[config.mk]
export PLATFORM = sky130hd
export DESIGN_NAME = voice_mixer
export DESIGN_NICKNAME = d
export VERILOG_FILES = /design/src/rtl/voice_mixer.sv
export SDC_FILE = /design/constraint.sdc
export NUM_CORES = 1
export LEC_CHECK = 0
export CAP_MARGIN = 20
export CORE_MARGIN = 4
export CORE_UTILIZATION = 50
export DETAILED_ROUTE_END_ITERATION = 12
export GPL_TIMING_DRIVEN = 0
export MAX_ROUTING_LAYER = met4
export PLACE_DENSITY = 0.87
export SLEW_MARGIN = 20
export SYNTH_ARGS = -nofsm -noshare
export SYNTH_HDL_FRONTEND = slang
export SYNTH_SLANG_ARGS = --single-unit
[constraint.sdc]
create_clock -name clk -period 3.9 [get_ports clk]
set_clock_uncertainty 0.15 [all_clocks]
set_input_delay 0.975 -clock clk [delete_from_list [all_inputs] [get_ports clk]]
set_output_delay 0.975 -clock clk [all_outputs]
set_load 0.02 [all_outputs]
[src/rtl/voice_mixer.sv]
// Frame mixer: sums one sample per voice across a frame, scales and saturates
// the frame sum, and hands it downstream over a valid/ready register.
module voice_mixer #(
    parameter int SAMPLE_W   = 16,
    parameter int NUM_VOICES = 256,
    parameter int ACC_W      = 24,
    parameter int OUT_SHIFT  = 4
) (
    input  logic                clk,
    input  logic                reset,
    input  logic                in_valid,
    input  logic [SAMPLE_W-1:0] in_sample,
    input  logic [7:0]          in_voice,
    output logic                out_valid,
    input  logic                out_ready,
    output logic [SAMPLE_W-1:0] out_sample,
    output logic                overrun,
    output logic                seq_error,
    output logic [15:0]         frame_count
);

    typedef enum logic {SYNC, RUN} state_t;

    localparam logic [7:0] LAST_VOICE = 8'(NUM_VOICES - 1);
    localparam logic signed [ACC_W-1:0] SAT_MAX =
        {{(ACC_W-SAMPLE_W+1){1'b0}}, {(SAMPLE_W-1){1'b1}}};
    localparam logic signed [ACC_W-1:0] SAT_MIN =
        {{(ACC_W-SAMPLE_W+1){1'b1}}, {(SAMPLE_W-1){1'b0}}};

    state_t                    state_reg, state_next;
    logic signed [ACC_W-1:0]   acc_reg, acc_next;
    logic [7:0]                expected_reg, expected_next;
    logic                      frame_done;
    logic                      seq_err_set;

    logic signed [ACC_W-1:0]   sample_ext;
    logic signed [ACC_W-1:0]   sum;
    logic signed [ACC_W-1:0]   shifted;
    logic [SAMPLE_W-1:0]       result;

    assign sample_ext = {{(ACC_W-SAMPLE_W){in_sample[SAMPLE_W-1]}}, in_sample};
    assign sum        = acc_reg + sample_ext;
    assign shifted    = sum >>> OUT_SHIFT;

    always_comb begin
        if (shifted > SAT_MAX)
            result = SAT_MAX[SAMPLE_W-1:0];
        else if (shifted < SAT_MIN)
            result = SAT_MIN[SAMPLE_W-1:0];
        else
            result = shifted[SAMPLE_W-1:0];
    end

    always_comb begin
        state_next    = state_reg;
        acc_next      = acc_reg;
        expected_next = expected_reg;
        frame_done    = 1'b0;
        seq_err_set   = 1'b0;
        if (in_valid) begin
            case (state_reg)
                SYNC: begin
                    if (in_voice == 8'd0) begin
                        acc_next      = sample_ext;
                        expected_next = 8'd1;
                        state_next    = RUN;
                    end
                end
                RUN: begin
                    if (in_voice == expected_reg) begin
                        if (in_voice == LAST_VOICE) begin
                            frame_done    = 1'b1;
                            acc_next      = '0;
                            expected_next = 8'd0;
                            state_next    = SYNC;
                        end else begin
                            acc_next      = sum;
                            expected_next = expected_reg + 8'd1;
                        end
                    end else begin
                        seq_err_set = 1'b1;
                        // A stray voice 0 is itself a valid frame start.
                        if (in_voice == 8'd0) begin
                            acc_next      = sample_ext;
                            expected_next = 8'd1;
                            state_next    = RUN;
                        end else begin
                            acc_next      = '0;
                            expected_next = 8'd0;
                            state_next    = SYNC;
                        end
                    end
                end
                default: state_next = SYNC;
            endcase
        end
    end

    always_ff @(posedge clk) begin
        if (reset) begin
            state_reg    <= SYNC;
            acc_reg      <= '0;
            expected_reg <= 8'd0;
        end else begin
            state_reg    <= state_next;
            acc_reg      <= acc_next;
            expected_reg <= expected_next;
        end
    end

    always_ff @(posedge clk) begin
        if (reset) begin
            out_valid   <= 1'b0;
            out_sample  <= '0;
            overrun     <= 1'b0;
            seq_error   <= 1'b0;
            frame_count <= 16'd0;
        end else begin
            overrun <= 1'b0;
            if (seq_err_set)
                seq_error <= 1'b1;
            if (frame_done) begin
                out_sample  <= result;
                out_valid   <= 1'b1;
                frame_count <= frame_count + 16'd1;
                overrun     <= out_valid && !out_ready;
            end else if (out_valid && out_ready) begin
                out_valid <= 1'b0;
            end
        end
    end

endmodule

## After elaboration in Yosys (flattened, before gate mapping)

Index checks and enable logic that the tools add are counted.

| operators by class | value |
|---|---|
| add/subtract/negate cells | 3 |
| multipliers | 0 |
| div/mod/pow operators | 0 |
| magnitude comparators | 2 |
| equal/unequal tests | 3 |
| shift-type cells | 0 |
| muxes and demuxes | 25 |
| bitwise logic cells | 2 |
| reductions and logical operators | 7 |

Operators by type and width:

| kind | number |
|---|---|
| 24-bit 2-to-1 mux | 4 |
| 24-bit case mux with 2 select lines | 1 |
| 16-bit 2-to-1 mux | 2 |
| 24-bit by 16-bit adder with 24-bit output | 1 |
| 8-bit 2-to-1 mux | 3 |
| 20-bit by 16-bit > comparator with 1-bit output (second input constant) | 1 |
| 20-bit by 16-bit less-than comparator with 1-bit output (second input constant) | 1 |
| 16-bit by 1-bit adder with 16-bit output (second input constant) | 1 |
| 8-bit case mux with 2 select lines | 1 |
| 1-bit 2-to-1 mux | 13 |
| 8-bit by 1-bit adder with 8-bit output (second input constant) | 1 |
| 8-bit equality test | 1 |
| 8-bit equality test (second input constant) | 1 |
| 8-bit logical NOT | 1 |
| 1-bit logical AND | 2 |
| 2-bit != test (second input constant) | 1 |
| 1-bit inverter | 2 |
| 1-bit case mux with 2 select lines | 1 |
| 2-bit AND reduction | 1 |
| 2-bit nonzero test | 1 |
| 2-bit OR reduction | 1 |
| 1-bit logical NOT | 1 |

| storage, ports and cells | value |
|---|---|
| register bits after elaboration | 68 |
| latch bits | 0 |
| memory bits (writable) | 0 |
| memory bits (read-only) | 0 |
| bits of input ports | 28 |
| output and inout bits | 35 |
| word-level logic and storage cells | 50 |
| memories kept | 0 |

## Depth between registers and ports, before layout

Gate-level depths: netlist of run 1.

| depth | value |
|---|---|
| depth after elaboration | 7 |
| mapped depth | 13 |
| gate-level depth less buffers | 12 |

## Worst setup path before layout of run 1

OpenSTA, ideal clock, no wires.

| timing | value |
|---|---|
| path type | in2reg |
| start point | input in_sample[0] |
| end point | register out_sample[7] |
| library setup time | 80 ps |
| data arrival time | 3,776 ps |
| data required time | 3,670 ps |
| slack | -106 ps |
| cell stages on the path | 13 |
| path buffers | 1 |
| cell sequence | ha_1 > inv_1 > fa_1 > nand2b_1 > a21oi_2 > nor3_1 > o31ai_2 > a31oi_1 > o311a_1 > o41ai_4 > buf_6 > nand2_2 > a211oi_2 |

| between the ends | value |
|---|---|
| word-level cells in the longest chain between the ends | 4 |
| elaborated cells between the ends (all ways) | 5 |
| classes of those cells | add/sub (1); order compare (2); mux (2) |

RTL lines:

| what | line | RTL |
|---|---|---|
| from (decl) | 12 | `input logic [SAMPLE_W-1:0] in_sample,` |
| 24-bit by 16-bit adder with 24-bit output (*) | 42 | `assign sum = acc_reg + sample_ext;` |
| 20-bit by 16-bit less-than comparator with 1-bit output | 48 | `else if (shifted < SAT_MIN)` |
| 16-bit 2-to-1 mux | 48 |  |
| 16-bit 2-to-1 mux (*) | 46 | `if (shifted > SAT_MAX)` |
| to (signal assigned) | 123 | `out_sample <= result;` |
| to (decl) | 16 | `output logic [SAMPLE_W-1:0] out_sample,` |

Mark *: on every way between the ends. The rest lies on a longest branch, timed or not.
A chain may end at the register's enable or synchronous reset.

## Worst setup path after layout of run 1

| timing | value |
|---|---|
| start point | input in_sample[8] |
| end point | register out_sample[6] |

The elaborated chain is that of the path after synthesis.

==> results.toml, run 1 <==
[finish]
final_core_util_pct = 69.6
drive_gt1_share_pct = 20.4
diodes = 0
syn2layout_area_growth_pct = 35.2
multiInputGateArea_um2 = 3070
fillers = 565
largest_reg_flops = 24
nNetsFinal = 676
seqCellArea_um2 = 1360

[route]
drt-wirelength-per-cell_um = 20.3
via_count = 4789
wl_um = 14900
drcViolationCount = 0
drt-initial-drc-count = 543
drt_pass1_iterations = 5
via_per_inst = 6.54
antenna_left = 0

[timing]
tightestPinTransition_ns = 0.784
setup-violations-final = 0
min_period_over_period_pct = 99.8
clock.fmax_mhz = 257
relSlewSlack_pct = 47.4
slew_viol_final = 0
hold_violations = 0
period_needed_ns = 3.89
fin_ws_ns = 0.00850

[clock_tree]
h-tree-depth = 3
numCtsBuffers = 9
cts.path.max_buffers = 2
cts_tree = "yes"
path_clk_slew_ns = 0.08
insertion_delay_ns = 0.37
ctsRootBufferMaster = "clkbuf_8"
clkSinkCount = 68

[logic_synthesis]
yosysMostFrequentCell = "nor2_1"
post_synth.cell_area_avg_um2 = 8.12
yosys.area.top_type_share_pct = 32.0
synth_edf_count = 0
synth_top_cell_by_area = "dfxtp_1"
synthXorXnorAreaFrac_pct = 7.42
synth_area_leaders = "dfxtp_1 32%, nor2_1 7.9%, ha_1 7.4%, xnor2_1 5.2%, a21oi_1 4.0%"
netlist-cell-type-count = 57
async_reset_ff_share_pct = 0
synth_flop_cell = "dfxtp_1"
yosys.area_share.simple_pct = 24.0
syn_nets = 577
ys_warn_count = 0
synthAdderAreaFrac_pct = 7.84
yosys-top-cells-count = "89 x nor2_1, 68 x dfxtp_1, 34 x a21oi_1"
synth_top_family_by_area = "compound AO/OA/AOI/OAI gates"
synth_mux_area_share_pct = 0.471
netlist_area_um2 = 4250
ys_seq_elements = 68
synth_compound_area_share_pct = 24.4
netlist_instances = 523
ys_seq_area_share_pct = 32.0

[critical_path]
reg2reg_from = "acc_reg[2]"
path_class = "in -> reg"
crit_slowest_cell = "o311ai_4"
critical_path.endpoint_type = "flop"
cpMostUsedCell = "buf_4"
crit_path_cell_trace = "dlygate4sd2_1 > ha_4 > and3_1 > o2111a_2 > a221oi_4 > o311ai_4 > buf_4 > and4_4 > nor3_4 > o41ai_4 > buf_4 > buf_8 > nand2_2 > a211oi_2"
start_kind = "primary input"
cp_max_fo = 5
cp_data_arrival_time_ns = 4.02
crit_required_ns = 4.02
cpPeakStageDelay_ns = 0.37
crit_path_start = "in_sample[8]"

[pwr]
p_sw_mw = 0.451
power_frac_clock_pct = 44.4
pwr-share-comb_pct = 12.2
p_seq_share_pct = 43.4
swShare_pct = 28.1
p_per_area_nw_per_um2 = 279
p_leak_nw = 2.11
power_mw = 1.60
p_int_mw = 1.15
peakVddDrop_mv = 0.187

[global_route]
grt_max_degree = 15
grt_pass1_wl_um = 21800
gr-total-overflow = 0
grt_usage_pct = 27.6
first_global_vias = 4574
antenna_found_initial = 0

[die]
num_rows = 33
die_x_um = 100
die_h_um = 100
io_pins = 63
coreArea_um2 = 8260
dieArea_um2 = 10000
initial_core_util_pct = 51.4

[run_status]
outcome = "completed"

[placement]
hpwl_um = 8580
place_ws_ns = -1.33
routabilityCongestion = 0.969
io_buffers = 60

[min_path]
hold_start = "acc_reg[17]"
hold_path_class = "reg -> reg"

[job]
max-cap-violations = 0
==> kinds of logic (layout without fill, tap and decap cells) <==
kind of cell	count (synthesis)	after routing
buffers and inverters	40	144
muxes	2	2
DFF	68	68
adders and majority gates	26	26
and+or+nand+nor	215	215
AOI/OAI and AO/OA	136	136
xor gates and xnor gates	36	36
==> layer usage <==
metal | wire [um] | vias up | GRT usage (%) | part of all wire, %
li1 | - | 2100 | - | -
met1 | 5300 | 2213 | 30.7 | 36
met2 | 7120 | 351 | 45.5 | 48
met3 | 1290 | 125 | 5.63 | 8.7
met4 | 1140 | 0 | 16.9 | 7.7
met5 | 0 | - | - | 0
==> metrics by stage <==
| stage | setup TNS, ns | cell area (um2) | cells | hold slack, ns |
|---|---|---|---|---|
| 6_report | 0 | 5740 | 732 | 0.351 |
| 2_1_floorplan | 0 | 4250 | 523 | 0.312 |
| 3_3_place_gp | -17.66 | 4980 | 688 | 0.324 |
| 4_1_cts | 0 | 5510 | 716 | 0.335 |
| 5_1_grt | -0.879 | 5740 | 732 | 0.370 |
| 3_5_place_dp | -19.09 | 4980 | 688 | 0.331 |
==> cell usage in the layout, fill, tap and decap left out, types with 13 or more instances in the layout <==
| cell type | instances |
|---|---|
| nor3_1 | 28 |
| clkdlybuf4s50_1 | 45 |
| nand2_1 | 25 |
| a211oi_2 | 16 |
| nand3_1 | 14 |
| xnor2_1 | 24 |
| a21oi_1 | 33 |
| nor2_1 | 86 |
| buf_4 | 27 |
| ha_4 | 15 |
| clkbuf_1 | 22 |
| inv_1 | 13 |
| dfxtp_1 | 68 |
| o21ai_0 | 21 |
==> worst max-delay path: cells and delay by family <==
family                     cells  cell delay, ns
AOI/OAI and AO/OA              5            1.38
buffers and inverters          4            0.81
and+or+nand+nor                4            0.54
adders and majority gates      1            0.31
==> power groups by stage <==
stage	combinational (mW)	clock, mW	sequential, mW
global route	0.206	0.728	0.695
detailed placement	0.148	0	0.711
floorplan	0.0919	0	0.711
global placement	0.143	0	0.711
CTS	0.163	0.697	0.695
finish	0.195	0.710	0.695
==> final cells by class <==
class,count,share of cell area [%]
flip-flops and latches,68,23.7
multi-input cells,415,53.4
clock inverters,7,1.87
clock buffers,9,2.16
inverters,13,0.849
plain buffers,26,2.05
well taps,105,2.29
repair buffers,89,13.7
==> what timing repair did <==
action / in CTS / in global routing
pin swaps: 18 / 29
hold buffers: 0 / 0
endpoints found under the setup margin: 16 / 18
setup buffers: 11 / 18
resized for setup: 46 / 49
endpoints found under the hold margin: 0 / 0
gates cloned: 1 / 0
==> path summary, 6_finish.rpt <==
kind	endpoint	slack (ns)	cells after the start
worst max-delay path	out_sample[6]	0.009	14
worst min-delay path	acc_reg[17]	0.35	2
worst max register to register	out_sample[6]	0.35	12
worst min register to register	acc_reg[17]	0.35	2
Note: power is estimated with default switching activity, not from simulation.
==> run 2, diff against run 1 <==
--- a/config.mk
+++ b/config.mk
@@ -7,11 +7,11 @@
 export LEC_CHECK = 0
 export CAP_MARGIN = 20
 export CORE_MARGIN = 4
-export CORE_UTILIZATION = 50
+export CORE_UTILIZATION = 53
 export DETAILED_ROUTE_END_ITERATION = 12
-export GPL_TIMING_DRIVEN = 0
+export GPL_TIMING_DRIVEN = 1
 export MAX_ROUTING_LAYER = met4
-export PLACE_DENSITY = 0.87
+export PLACE_DENSITY = 0.88
 export SLEW_MARGIN = 20
 export SYNTH_ARGS = -nofsm -noshare
 export SYNTH_HDL_FRONTEND = slang
==> constraint.sdc (replaced) <==
create_clock -name clk -period 4.2 [get_ports clk]
set_clock_uncertainty 0.15 [all_clocks]
set_input_delay 1.05 -clock clk [delete_from_list [all_inputs] [get_ports clk]]
set_output_delay 1.05 -clock clk [all_outputs]
set_load 0.02 [all_outputs]
==> run 2 against run 1 <==
Via count shrank 6.3%; sequential power decreased by 7.2%; wire length shrank 15%; worst hold slack lost 0.020 ns; final cell count rose by 0.14%; non-clock buffer count up 4; final area is 1.2% lower; first-iteration DRC count down 29%; critical path type unchanged; largest cell class unchanged.
==> results.toml, run 2 (synthesis gave the netlist of run 1 again) <==
[finish]
nNetsFinal = 680
largest_reg_flops = 24
drive_gt1_share_pct = 19.0
fillers = 528
diodes = 0
final_cell_mix = "89 x nor2_1, 68 x dfxtp_1, 59 x clkdlybuf4s50_1"
final_core_util_pct = 73.1
syn2layout_area_growth_pct = 33.6
final_common_cell = "nor2_1"
final_cells = 733

[clock_tree]
numCtsBuffers = 9
cts_tree = "yes"
insertion_delay_ns = 0.36
path_clk_slew_ns = 0.08
clkSinkCount = 68
ctsRootBufferMaster = "clkbuf_8"
cts.path.max_buffers = 2
h-tree-depth = 3

[critical_path]
rr_endpoint = "out_sample[4]"
cp_max_fo = 8
path_buf_inv = 6
crit_end = "out_sample[4]"
path_class = "in -> reg"
crit_path_cell_trace = "clkdlybuf4s50_1 > inv_2 > fa_2 > nand2b_4 > a21oi_4 > nor3_2 > o31ai_2 > buf_4 > a311o_1 > o211ai_1 > buf_4 > o41ai_4 > buf_4 > buf_12 > nand2_1 > a211oi_2"
crit_path_start = "in_sample[1]"
critical_path.endpoint_type = "flop"
cp_data_arrival_time_ns = 4.30
cpMostUsedCell = "buf_4"
reg2reg_from = "acc_reg[0]"
worst-path-stages = 16
start_kind = "primary input"
cpPeakStageDelay_ns = 0.51
worst-r2r-cell-count = 16
r2r_setup_slack_ns = 0.75
crit_required_ns = 4.33
crit_slowest_cell = "clkdlybuf4s50_1"
cp_top_family = "compound AO/OA/AOI/OAI gates"

[die]
num_rows = 32
coreArea_um2 = 7770
io_pins = 63
initial_core_util_pct = 54.7
dieArea_um2 = 9510
die_x_um = 97.5
die_h_um = 97.5

[pwr]
p_per_area_nw_per_um2 = 254
p_leak_nw = 2.20
peakVddDrop_mv = 0.150

[route]
antenna_left = 0
drt-wirelength-per-cell_um = 17.3
drcViolationCount = 0
drt-initial-drc-count = 388
via_count = 4487
via_per_inst = 6.12
drt_pass1_iterations = 5
wl_um = 12600

[run_status]
outcome = "completed"

[global_route]
antenna_found_initial = 0
gr-total-overflow = 0
grt_usage_pct = 26.0
first_global_vias = 4391
grt_max_degree = 43
grt_pass1_wl_um = 20200

[timing]
tightestPinTransition_ns = 0.584
clock.fmax_mhz = 240
setup-violations-final = 0
hold_violations = 0
min_period_over_period_pct = 99.2
relSlewSlack_pct = 61.1
period_needed_ns = 4.17
slew_viol_final = 0
setup_tns_ns = 0

[min_path]
hold_path_class = "reg -> reg"

[placement]
post-place-cells = 709
io_buffers = 62
routabilityCongestion = 0.934
hpwl_um = 8450

[job]
max-cap-violations = 0
==> run 2: cell types whose count changed in the layout (fill, tap and decap cells not counted), sizes merged <==
| cell | delta |
|---|---|
| clkdlybuf4s50 | +14 |
| clkbuf | -30 |
| dlygate4sd2 | -2 |
| dlymetal6s2s | -1 |
| inv | -2 |
| buf | +24 |
| clkinv | +2 |
| clkdlybuf4s15 | -1 |
==> run 2: worst min path at each step <==
stage	start	slack [ns]	to	cells after the start
floorplan	expected_reg[7]	0.31	expected_reg[7]	2
global placement	out_valid	0.31	overrun	2
detailed placement	out_valid	0.32	overrun	2
CTS	out_valid	0.33	overrun	2
global route	seq_error	0.37	seq_error	2
finish	out_valid	0.33	overrun	2
==> run 2: what timing repair did <==
action / CTS / global route
setup endpoints to repair: 1 / 15
buffers inserted: 3 / 4
hold buffers: 0 / 0
gates resized for setup: 3 / 20
gates cloned: 1 / 0
pin swaps: 3 / 23
==> run 2: worst reg2reg max path: stages, from the launching register on <==
cell and delay [ns]:
dfxtp_1 0.34, ha_2 0.18, inv_1 0.06, fa_2 0.36
nand2b_4 0.16, a21oi_4 0.14, nor3_2 0.07, o31ai_2 0.28
buf_4 0.17, a311o_1 0.17, o211ai_1 0.11, buf_4 0.18
o41ai_4 0.40, buf_4 0.19, buf_12 0.13, nand2_1 0.07
a211oi_2 0.21
==> run 2: cell type report <==
class	instances	area, um2	area share [%]
multi-input combinational	415	2820	49.8
inverter	13	48.8	0.860
tap	102	128	2.25
timing repair buffer	119	1090	19.2
clock inverter	7	98.8	1.74
sequential	68	1360	24.0
clock buffer	9	124	2.18
==> run 2: stage by stage <==
step / instance area [um2] / hold WS (ns) / worst slack, ns / power (mW)
floorplan: 4250 / 0.312 / 0.119 / 0.746
global placement: 5270 / 0.312 / -0.247 / 0.811
CTS: 5570 / 0.334 / 0.00325 / 1.44
detailed placement: 5270 / 0.323 / -0.438 / 0.816
global route: 5680 / 0.366 / -0.0185 / 1.48
finish: 5680 / 0.330 / 0.0337 / 1.44
==> run 2: layer usage <==
layer	routed length [um]	vias up	share of wire (%)	GRT usage [%]
li1	-	2100	-	-
met3	947	40	7.5	3.59
met5	0	-	0	-
met1	5080	2121	40	31.2
met4	360	0	2.8	11.6
met2	6260	226	50	43.3
==> run 2: where the power goes <==
group	switching, mW	internal [mW]
sequential	0.000560	0.645
clock	0.284	0.337
combinational	0.0933	0.0826
total	0.378	1.06
==> run 3, diff against run 2 <==
--- a/config.mk
+++ b/config.mk
@@ -11,7 +11,7 @@
 export DETAILED_ROUTE_END_ITERATION = 12
 export GPL_TIMING_DRIVEN = 1
 export MAX_ROUTING_LAYER = met4
-export PLACE_DENSITY = 0.88
+export PLACE_DENSITY_LB_ADDON = 0.05
 export SLEW_MARGIN = 20
 export SYNTH_ARGS = -nofsm -noshare
 export SYNTH_HDL_FRONTEND = slang
==> run 3 against run 2 <==
Non-clock buffer count grew 4; worst hold slack is essentially flat; final area grew 0.22%; sequential share of layout area shrank 0.053 points; register-to-register slack gained 0.06 ns; die area is the same; global-route usage shrank 1.2 points; critical path depth shrank 4; setup slack gained 0.061 ns; critical path type unchanged.
==> results.toml, run 3 (synthesis gave the netlist of run 1 again) <==
[clock_tree]
numCtsBuffers = 9
insertion_delay_ns = 0.36
cts.path.max_buffers = 2
ctsRootBufferMaster = "clkbuf_8"
cts_tree = "yes"
clkSinkCount = 68
h-tree-depth = 3
path_clk_slew_ns = 0.09

[die]
num_rows = 32
die_h_um = 97.5
coreArea_um2 = 7770
io_pins = 63
die_x_um = 97.5
initial_core_util_pct = 54.7
dieArea_um2 = 9510

[timing]
fin_ws_ns = 0.0943
clock.fmax_mhz = 244
relSlewSlack_pct = 64.5
setup-violations-final = 0
min_period_over_period_pct = 97.8
tightestPinTransition_ns = 0.532
hold_violations = 0
period_needed_ns = 4.11
fin_hold_ws_ns = 0.331
slew_viol_final = 0

[global_route]
gr-total-overflow = 0
grt_max_degree = 33
antenna_found_initial = 0
grt_pass1_wl_um = 19300
grt_usage_pct = 24.8
first_global_vias = 4132

[critical_path]
path_class = "in -> reg"
worst-r2r-cell-count = 12
r2r_setup_slack_ns = 0.81
cpPeakStageDelay_ns = 0.47
crit_slowest_cell = "o41ai_4"
cp_data_arrival_time_ns = 4.23
cp_max_fo = 5
start_kind = "primary input"
crit_path_cell_trace = "clkdlybuf4s50_1 > ha_2 > a211oi_2 > o211ai_1 > a221oi_4 > o311ai_4 > a2111oi_4 > nor3_2 > o41ai_4 > buf_4 > nand2_2 > a211oi_2"
critical_path.endpoint_type = "flop"
cp_top_family = "compound AO/OA/AOI/OAI gates"
path_buf_inv = 2
reg2reg_from = "acc_reg[0]"
cpMostUsedCell = "a211oi_2"
rr_endpoint = "out_sample[7]"
crit_required_ns = 4.33

[route]
wl_um = 11700
via_count = 4286
drcViolationCount = 0
drt_pass1_iterations = 5
antenna_left = 0
drt-initial-drc-count = 206
via_per_inst = 5.82
drt-wirelength-per-cell_um = 15.9

[placement]
routabilityCongestion = 0.952
dpl_cell_area_um2 = 5300
post-place-cells = 716
place_ws_ns = -0.376
io_buffers = 62
hpwl_um = 8440

[min_path]
holdPathStages = 2
hold_path_class = "reg -> reg"
min_to = "seq_error"
hold_start = "seq_error"

[finish]
fillers = 617
stdcell_area_um2 = 5690
diodes = 0
largest_reg_flops = 24
nNetsFinal = 684
seqCellArea_um2 = 1360
multiInputGateArea_um2 = 2860
drive_gt1_share_pct = 19.5
syn2layout_area_growth_pct = 33.9
final_common_cell = "nor2_1"
final_cells = 737
final_cell_mix = "89 x nor2_1, 68 x dfxtp_1, 59 x buf_4"

[pwr]
peakVddDrop_mv = 0.171
power_mw = 1.37
p_leak_nw = 2.21
p_per_area_nw_per_um2 = 241

[run_status]
outcome = "completed"

[job]
max-cap-violations = 0
==> run 3: cell count changes in the layout (fill, tap and decap cells not counted), sizes merged <==
cell           previous run  this run
clkdlybuf4s50            59        56
clkinvlp                  1         3
buf                      57        62
inv                      14        15
dlymetal6s2s              2         5
clkinv                    3         1
bufinv                    2         1
clkbuf                   10         9
==> run 3: worst max path at each step <==
stage | from | endpoint | slack, ns | cells after the start
final | in_sample[2] | out_sample[7] | 0.09 | 12
after floorplan | in_sample[0] | out_sample[7] | 0.12 | 13
after CTS | in_sample[0] | out_sample[0] | 0.007 | 14
after global routing | in_sample[8] | out_sample[6] | -0.05 | 12
after global placement | in_sample[0] | out_sample[11] | -0.25 | 16
after detailed placement | in_sample[1] | out_sample[2] | -0.38 | 12
==> run 3: final cells by class <==
cell class                 count  area share [%]
clock inverter                 7            1.32
tap                          102            2.24
inverter                      13           0.858
sequential                    68            23.9
timing repair buffer         123            19.2
clock buffer                   9            2.18
multi-input combinational    415            50.2
==> run 3: routing by layer <==
layer | share of wire (%) | vias up | routed length [um] | track usage, %
li1 | - | 2109 | - | -
met1 | 45 | 2050 | 5250 | 31.1
met2 | 49 | 109 | 5690 | 41.5
met3 | 4.8 | 18 | 557 | 2.87
met4 | 1.6 | 0 | 185 | 7.99
met5 | 0 | - | 0 | -
==> run 3: per-stage QoR <==
step / util (%) / setup TNS (ns)
after floorplan: - / 0
after global placement: 68.3 / -3.62
after detailed placement: 68.3 / -5.03
after CTS: 70.9 / 0
after global routing: 73.2 / -0.556
final: 73.2 / 0
==> run 3: where the power goes <==
part	total (mW)	switching (mW)	internal, mW	leakage (nW)
logic	0.167	0.0867	0.0802	1.57
clock network	0.561	0.284	0.277	0.0923
registers	0.645	0.000590	0.645	0.547
total	1.37	0.372	1.00	2.21
==> run 3: tightest hold or removal path, stage by stage (launching register included) <==
cell and delay (ns):
dfxtp_1 0.33, nor2_1 0.05, nor2_1 0.07
==> run 3: what timing repair did <==
action,4_1_cts,5_1_grt
resized for setup,1,26
gates cloned,0,1
hold buffers,0,0
setup endpoints to repair,4,15
pin swaps,0,18
buffers inserted,0,4
